==> config.mk <==
export PLATFORM = sky130hd
export DESIGN_NAME = id_ex_stage
export DESIGN_NICKNAME = d
export VERILOG_FILES = /design/src/rtl/id_ex_stage.sv
export SDC_FILE = /design/constraint.sdc
export NUM_CORES = 1
export LEC_CHECK = 0
export BUFFER_PORTS_ARGS = -buffer_cell sky130_fd_sc_hd__buf_2
export CORE_ASPECT_RATIO = 1.25
export CORE_MARGIN = 5
export CORE_UTILIZATION = 25
export CTS_CLUSTER_DIAMETER = 30
export CTS_CLUSTER_SIZE = 28
export DETAILED_ROUTE_END_ITERATION = 16
export HOLD_SLACK_MARGIN = 0.03
export PLACE_DENSITY = 0.45
export RECOVER_POWER = 25
export SKIP_CTS_REPAIR_TIMING = 1
export SLEW_MARGIN = 5
export SYNTH_ARGS = -nofsm -noshare
export SYNTH_HDL_FRONTEND = slang
export SYNTH_SLANG_ARGS = --single-unit
==> constraint.sdc <==
create_clock -name clk -period 7.8 [get_ports clk]
set_clock_uncertainty 0.05 [all_clocks]
set_input_delay 0.39 -clock clk [delete_from_list [all_inputs] [get_ports clk]]
set_output_delay 0.39 -clock clk [all_outputs]
set_load 0.01 [all_outputs]
==> src/rtl/id_ex_stage.sv <==
// Decode->execute pipeline register with load-use hazard detection, bubble insertion,
// branch/jump flush, global hold and a saturating bubble counter.
package id_ex_pkg;
    localparam logic       DISABLE = 1'b0;
    localparam logic       ENABLE  = 1'b1;
    localparam logic [3:0] ALU_ADD = 4'd2;

    typedef struct packed {
        logic       reg_write;
        logic       memToReg;
        logic       read_mem;
        logic       write_mem;
        logic       branch;
        logic       jmp;
        logic [3:0] ALUop;
        logic       aluSrc;
        logic       reg_dst;
    } dx_ctrl_t;

    localparam dx_ctrl_t BUBBLE = '{
        reg_write: DISABLE, memToReg: DISABLE, read_mem: DISABLE, write_mem: DISABLE,
        branch: DISABLE, jmp: DISABLE, ALUop: ALU_ADD, aluSrc: DISABLE, reg_dst: DISABLE
    };
endpackage

module id_ex_stage
    import id_ex_pkg::*;
#(
    parameter int DW = 32,
    parameter int AW = 5,
    parameter int CW = 16
) (
    input  logic          clk,
    input  logic          reset,
    input  dx_ctrl_t      ctrl_in,
    input  logic          valid_in,
    input  logic [DW-1:0] pc_in,
    input  logic [DW-1:0] rs_data,
    input  logic [DW-1:0] rt_data,
    input  logic [DW-1:0] imm_in,
    input  logic [AW-1:0] rs_in,
    input  logic [AW-1:0] rt_in,
    input  logic [AW-1:0] rd_in,
    input  logic          flush,
    input  logic          hold,
    output dx_ctrl_t      ctrl_out,
    output logic          valid_out,
    output logic [DW-1:0] pc_out,
    output logic [DW-1:0] rs_data_out,
    output logic [DW-1:0] rt_data_out,
    output logic [DW-1:0] imm_out,
    output logic [AW-1:0] rs_out,
    output logic [AW-1:0] rt_out,
    output logic [AW-1:0] rd_out,
    output logic          stall,
    output logic [CW-1:0] bubble_cnt
);

    function automatic logic [CW-1:0] sat_inc(input logic [CW-1:0] v);
        return (&v) ? v : v + {{(CW-1){1'b0}}, 1'b1};
    endfunction

    dx_ctrl_t      ctrl_q, ctrl_d;
    logic          valid_q, valid_d;
    logic [DW-1:0] pc_q, pc_d, rs_data_q, rs_data_d, rt_data_q, rt_data_d, imm_q, imm_d;
    logic [AW-1:0] rs_q, rs_d, rt_q, rt_d, rd_q, rd_d;
    logic [CW-1:0] cnt_q, cnt_d;

    logic [AW-1:0] ex_dst;
    logic          load_use;

    // rt_in is compared for every opcode; the occasional false stall is accepted
    assign ex_dst   = ctrl_q.reg_dst ? rd_q : rt_q;
    assign load_use = valid_q & ctrl_q.read_mem & (ex_dst != '0) & valid_in &
                      ((ex_dst == rs_in) | (ex_dst == rt_in));
    assign stall    = load_use & ~flush & ~hold;

    always_comb begin
        ctrl_d    = ctrl_q;
        valid_d   = valid_q;
        pc_d      = pc_q;
        rs_data_d = rs_data_q;
        rt_data_d = rt_data_q;
        imm_d     = imm_q;
        rs_d      = rs_q;
        rt_d      = rt_q;
        rd_d      = rd_q;
        cnt_d     = cnt_q;
        if (flush) begin
            // flush outranks hold so a taken branch is never lost
            ctrl_d  = BUBBLE;
            valid_d = 1'b0;
            if (valid_in) cnt_d = sat_inc(cnt_q);
        end else if (hold) begin
            cnt_d = cnt_q;
        end else if (load_use) begin
            ctrl_d  = BUBBLE;
            valid_d = 1'b0;
            cnt_d   = sat_inc(cnt_q);
        end else begin
            ctrl_d    = valid_in ? ctrl_in : BUBBLE;
            valid_d   = valid_in;
            pc_d      = pc_in;
            rs_data_d = rs_data;
            rt_data_d = rt_data;
            imm_d     = imm_in;
            rs_d      = rs_in;
            rt_d      = rt_in;
            rd_d      = rd_in;
        end
    end

    always_ff @(posedge clk or posedge reset) begin
        if (reset) begin
            ctrl_q    <= BUBBLE;
            valid_q   <= 1'b0;
            pc_q      <= '0;
            rs_data_q <= '0;
            rt_data_q <= '0;
            imm_q     <= '0;
            rs_q      <= '0;
            rt_q      <= '0;
            rd_q      <= '0;
            cnt_q     <= '0;
        end else begin
            ctrl_q    <= ctrl_d;
            valid_q   <= valid_d;
            pc_q      <= pc_d;
            rs_data_q <= rs_data_d;
            rt_data_q <= rt_data_d;
            imm_q     <= imm_d;
            rs_q      <= rs_d;
            rt_q      <= rt_d;
            rd_q      <= rd_d;
            cnt_q     <= cnt_d;
        end
    end

    assign ctrl_out    = ctrl_q;
    assign valid_out   = valid_q;
    assign pc_out      = pc_q;
    assign rs_data_out = rs_data_q;
    assign rt_data_out = rt_data_q;
    assign imm_out     = imm_q;
    assign rs_out      = rs_q;
    assign rt_out      = rt_q;
    assign rd_out      = rd_q;
    assign bubble_cnt  = cnt_q;

endmodule

* After elaboration in Yosys (flattened, before gate mapping) *
Cells that the tools add are included.

storage, ports and cells
  register bits = 172

cells by class
  $add $sub $neg = 1
  equal/unequal tests = 4
  mux-type cells = 13
  bitwise operators = 10
  reductions and logical operators = 5

operator list
  cell                                           count
  two-way mux 16 bit                             5
  two-way mux 12 bit                             4
  adder 16 x 1 -> 16 bit, second input constant  1
  AND reduction 16 bit                           1
  == test 5 bit                                  2
  AND 1 bit                                      6
  AND reduction 3 bit                            2
  two-way mux 5 bit                              1
  nonzero test 5 bit                             1
  != test 2 bit, second input constant           2
  two-way mux 1 bit                              3
  NOT 1 bit                                      3
  nonzero test 2 bit                             1
  bitwise OR 1 bit                               1

* Logic depth before layout (Yosys ltp) *
  depth in word-level cells = 8
  mapped depth = 10
  mapped depth without buffers = 7

* Least setup slack after synthesis *
Ideal clock, no wire load.

  path kind = register to register
  start = reg ctrl_q (netlist bit ctrl_out[0])
  end = reg imm_q[10], in the netlist imm_out[10]
  setup time = 125 ps
  data arrival time = 2,081 ps
  required time = 7,625 ps
  path slack = 5,544 ps
  stages on the path, launching flop included = 11
  path buffers = 4
  clock period less this slack = 2,256 ps
  cells stage by stage = dfrtp_1 buf_6 nor4b_2 o22ai_1 and4_4 nand4_2 nand3_2 buf_6 buf_12 buf_8 mux2_4

on the way
  cells in the longest elaborated chain, start to end = 7
  elaborated cells between the ends (all ways) = 10
  those cells by class = eq/ne (2); mux (1); bitwise (5); reduce/logical (2)

RTL lines
  item                               line  source
  start: declaration                 63    dx_ctrl_t ctrl_q, ctrl_d;
  start signal: assignment           126   ctrl_q <= ctrl_d;
  two-way mux 5 bit (*)              73    assign ex_dst = ctrl_q.reg_dst ? rd_q : rt_q;
  nonzero test 5 bit                 74    assign load_use = valid_q & ctrl_q.read_mem & (ex_dst != '0) & valid_in &
  AND 1 bit (2 in a row)             74
  AND 1 bit (*)                      74
  NOT 1 bit (no line) (*)            --
  AND reduction 3 bit (no line) (*)  --
  end signal: assignment             131   imm_q <= imm_d;
  end: declaration                   65    logic [DW-1:0] pc_q, pc_d, rs_data_q, rs_data_d, rt_data_q, rt_data_d, imm_q, imm_d;

Mark *: on every way between the ends. The rest lies on a longest branch, timed or not.
A chain may end at the register's enable or synchronous reset.

* Worst setup path in the final report *
  start = reg ctrl_q (netlist bit ctrl_out[0])
  end = reg ctrl_q (netlist bit ctrl_out[10])

on the way
  cells in the longest elaborated chain, start to end = 8
  elaborated cells between the ends (all ways) = 11
  those cells by class = eq/ne (2); mux (4); bitwise (4); reduce/logical (1)

RTL lines
  item                    line  source
  two-way mux 5 bit (*)   73
  nonzero test 5 bit      74
  AND 1 bit (2 in a row)  74
  AND 1 bit (*)           74
  two-way mux 12 bit (*)  96    end else if (load_use) begin
  two-way mux 12 bit (*)  94    end else if (hold) begin
  two-way mux 12 bit (*)  89    if (flush) begin

Mark *: on every way between the ends. The rest lies on a longest branch, timed or not. The select of a mux whose other input is x is not followed.

==> results.md <==
Status:
- The run finished, with violations left.
- The checks that failed: max-capacitance violations, max-slew violations.

Synth:
- The number of warnings printed during yosys synthesis is 0.
- The part of the Yosys area used for sequential elements is just over 60%.
- Of the post-synthesis cell area, the dominant cell type holds roughly three fifths.
- Of all cell types, the one taking the most synthesized area is sky130_fd_sc_hd__dfrtp_1.
- The number of different library cells used by synthesis comes to 40.
- Synthesis handed over a netlist of 433 instances.
- The average size of a mapped cell is between 15 and 20 sq um.
- The cell area after technology mapping is 7140 sq um.
- Synthesis inferred 172 register bits.
- The number of nets handed over by synthesis was roughly 590.
- Sorting the synthesized cells by area gives the leading types as sky130_fd_sc_hd__dfrtp_1, sky130_fd_sc_hd__mux2_2, sky130_fd_sc_hd__mux2_4, sky130_fd_sc_hd__xnor2_1, sky130_fd_sc_hd__buf_12.

Floorplanning:
- The number of rows created at floorplan is 69.
- The initial core utilization is 25.2%.
- In this run the horizontal extent of the chip is roughly 160 um.
- Measured along the y axis, the die boundary spans a little under 200 um.
- The core area is around 28,000 sq um.
- The I/O pin total is 333.
- The die covers 32,100 sq um.

Worst setup path:
- The critical path's largest stage delay is 0.96 ns.
- At the worst endpoint, the required time is between 8 and 9 ns.
- Data arrives at the worst endpoint at 3.84 ns.
- The kind of start point of the critical path is a flop.
- The path type of the worst setup path is flop to flop.
- The largest individual stage delay along the critical path comes from the cell sky130_fd_sc_hd__nor2_1.
- The critical path capture point type is a flop.
- For flop-to-flop paths, the worst setup slack is roughly 4.3 ns.
- The critical path goes through nor4b_2 -> o22ai_1 -> and4_4 -> nand4_2 -> nand3_4 -> nor2_1 -> a22o_1.
- The top fanout value on the critical path is 46.
- The number of cells on the worst reg-to-reg path is 7.

Place:
- Once detailed placement completed, the half-perimeter wirelength came to around 15 mm.
- The setup slack after placement is around 4.3 ns.
- Input and output buffers added on the ports amount to approximately 330.
- The placer congestion estimate is a little over 0.7.

Global routing:
- The remaining global-route overflow is 0.
- Entering global routing, the biggest net connects around 100 pins.
- The first global-routing pass estimated between 30 and 40 mm of wire.
- The via count of the first global-routing pass is between 5,000 and 6,000.
- The number of antenna violations at the first check in global routing was 1.
- In the global route stage, overall resource usage came out at 12.1%.

Cells and area:
- For this run, the post-layout net count is a little over 900.
- The area overhead of the layout relative to synthesis is 33.6%.
- The post-route netlist has roughly three fifths of its cells at a drive strength greater than 1.

Clock network:
- The clock tree from TritonCTS is done.
- The number of sinks handled by clock tree synthesis is 172.
- The clock reaches the later pin of the worst-skew pair after around 0.42 ns.
- The maximum buffer depth of the clock tree is 2.
- Clock-pin slew was measured on the worst setup and hold paths at approximately 0.06 ns.
- The H-tree generated during clock tree synthesis spans 4 levels.
- The root buffer selected by CTS is sky130_fd_sc_hd__clkbuf_16.
- The number of buffers created by CTS is 17.

Route:
- For this block, the initial DRC count from the detailed router was 147.
- The length of the first detailed-routing pass in iterations is 4.
- The routed layout has between 4,000 and 5,000 vias.
- After detailed routing, the number of remaining DRC violations is 0.
- The final layout contains routed wiring with a total length of between 15 and 20 mm.
- The vias per cell is around 4.2.
- Dividing the detail-routed wire length by the instance count gives between 15 and 20 um.
- The detail route stage leaves a number of antenna-violating nets equal to 0.

Timing:
- The highest attainable clock frequency is 283 MHz.
- The setup TNS after final layout is 0 ns.
- Setup repair after global routing left no endpoint under its margin.
- For the pin with the worst max-slew slack, the measured transition is 3.59 ns.
- Setup slack closes at between 4 and 5 ns.
- In this run the tightest slew margin relative to its limit is -141%.
- Setup violations remaining at the end of the flow were counted as 0.
- The post-route minimum period is 3.54 ns.
- The number of pins with negative max-slew slack in the final report is 78.
- The final count of hold timing violations came to 0.
- The final period utilization is a little under half.

Power:
- Total power for the finished layout comes to roughly 2.4 mW.
- The maximum ir drop on the vdd rail is 121 uV.
- The leakage component of the power is between 4 and 5 nW.
- The ratio of total power to cell area is about 250 nW/um^2.

Job:
- Across the run, the number of max-cap violations was 1.

Worst hold path:
- The min-delay analysis places its worst path in the category input port to flop.
- Counting instances, the worst hold path has a depth of 2.
==> synth_stat cells, drive strengths merged <==
cell type / instances
buf: 19
o22ai: 1
xnor2: 20
nand2b: 1
nor2: 6
o32a: 1
and2: 1
mux2: 145
a21o: 1
nand4: 12
a21oi: 2
and4: 2
nor3b: 1
xor2: 3
mux2i: 5
nor4b: 1
ha: 1
a31oi: 2
nand2: 3
and3: 7
nor2b: 1
o21ai: 1
nor4: 1
dfrtp: 171
a22o: 11
inv: 4
nor3: 1
dfstp: 1
nand3: 4
a21boi: 1
clkbuf: 3
==> worst paths after layout <==
kind,from,end
max in group asynchronous,reset,imm_out[20]$_DFFE_PP0P_
hold reg to reg,bubble_cnt[5]$_DFFE_PP0P_,bubble_cnt[5]$_DFFE_PP0P_
setup reg to reg,ctrl_out[0]$_DFFE_PP0P_,ctrl_out[10]$_DFFE_PP0P_
setup / recovery,ctrl_out[0]$_DFFE_PP0P_,ctrl_out[10]$_DFFE_PP0P_
min in group asynchronous,reset,rs_data_out[12]$_DFFE_PP0P_
hold / removal,pc_in[12],pc_out[12]$_DFFE_PP0P_
==> per-layer routing <==
metal	GRT usage, %	vias to the layer above	routed length (um)
li1	-	2212	-
met1	14.5	2334	8080
met2	20.3	192	10200
met3	4.35	16	1430
met4	4.05	0	289
met5	0	-	0
==> stage by stage <==
step           utilization [%]  hold slack, ns  std cells  cell area [sq um]
5_1_grt                   33.7           0.118       1130               9530
3_3_place_gp              32.0           0.423       1101               9050
4_1_cts                   33.9          0.0724       1129               9600
6_report                  33.7           0.145       1130               9530
3_5_place_dp              32.0           0.426       1101               9050
2_1_floorplan                -           0.469        433               7140
==> sequential cells by signal, summed over array words and instances (netlist names) <==
name / flops
rt_out: 5
imm_out: 32
rs_data_out: 32
rd_out: 5
ctrl_out: 12
rt_data_out: 32
pc_out: 32
rs_out: 5
bubble_cnt: 16
valid_out: 1
==> cell usage in the layout, fill, tap and decap left out, types with 2 or more instances in the layout <==
master,count
sky130_fd_sc_hd__and3_1,7
sky130_fd_sc_hd__nand4_1,10
sky130_fd_sc_hd__dfrtp_1,171
sky130_fd_sc_hd__clkinv_2,4
sky130_fd_sc_hd__mux2_4,59
sky130_fd_sc_hd__nor2_1,6
sky130_fd_sc_hd__clkbuf_8,2
sky130_fd_sc_hd__xnor2_1,20
sky130_fd_sc_hd__clkbuf_1,55
sky130_fd_sc_hd__inv_1,3
sky130_fd_sc_hd__a21oi_1,2
sky130_fd_sc_hd__xor2_1,3
sky130_fd_sc_hd__nand2_1,3
sky130_fd_sc_hd__nand3_1,3
sky130_fd_sc_hd__nand4_2,2
sky130_fd_sc_hd__buf_2,278
sky130_fd_sc_hd__mux2_2,86
sky130_fd_sc_hd__buf_4,2
sky130_fd_sc_hd__mux2i_2,5
sky130_fd_sc_hd__bufinv_16,2
sky130_fd_sc_hd__a22o_1,11
sky130_fd_sc_hd__clkbuf_16,17
==> worst max-delay path: cells and delay by family, from the launching register on <==
family | cells | cell delay (ns)
simple gates | 5 | 2.32
flops | 1 | 0.69
compound gates | 2 | 0.39
==> report_power, final <==
part	total [mW]	switching, mW	leakage, nW	internal [mW]
combinational	0.483	0.232	2.36	0.250
clock	0.828	0.348	0.273	0.480
sequential	1.10	0.0837	2.06	1.02
==> layout make-up <==
class / count / area (sq um)
Clock buffer: 20 / 457
Multi-Input combinational cell: 235 / 2580
Inverter: 4 / 16.3
Clock inverter: 8 / 96.3
Fill cell: 2897 / 18800
Sequential cell: 172 / 4310
Antenna cell: 1 / 2.50
Timing Repair Buffer: 335 / 1630
Tap cell: 355 / 444
==> cells by family after synthesis <==
kind of cell / synth area share, %
compound gates: 2.38
xor+xnor: 2.82
fa+ha+maj: 0.175
buf+inv: 3.59
flops: 60.3
mux: 26.9
simple gates: 3.77
Note: power is estimated with default switching activity, not from simulation.
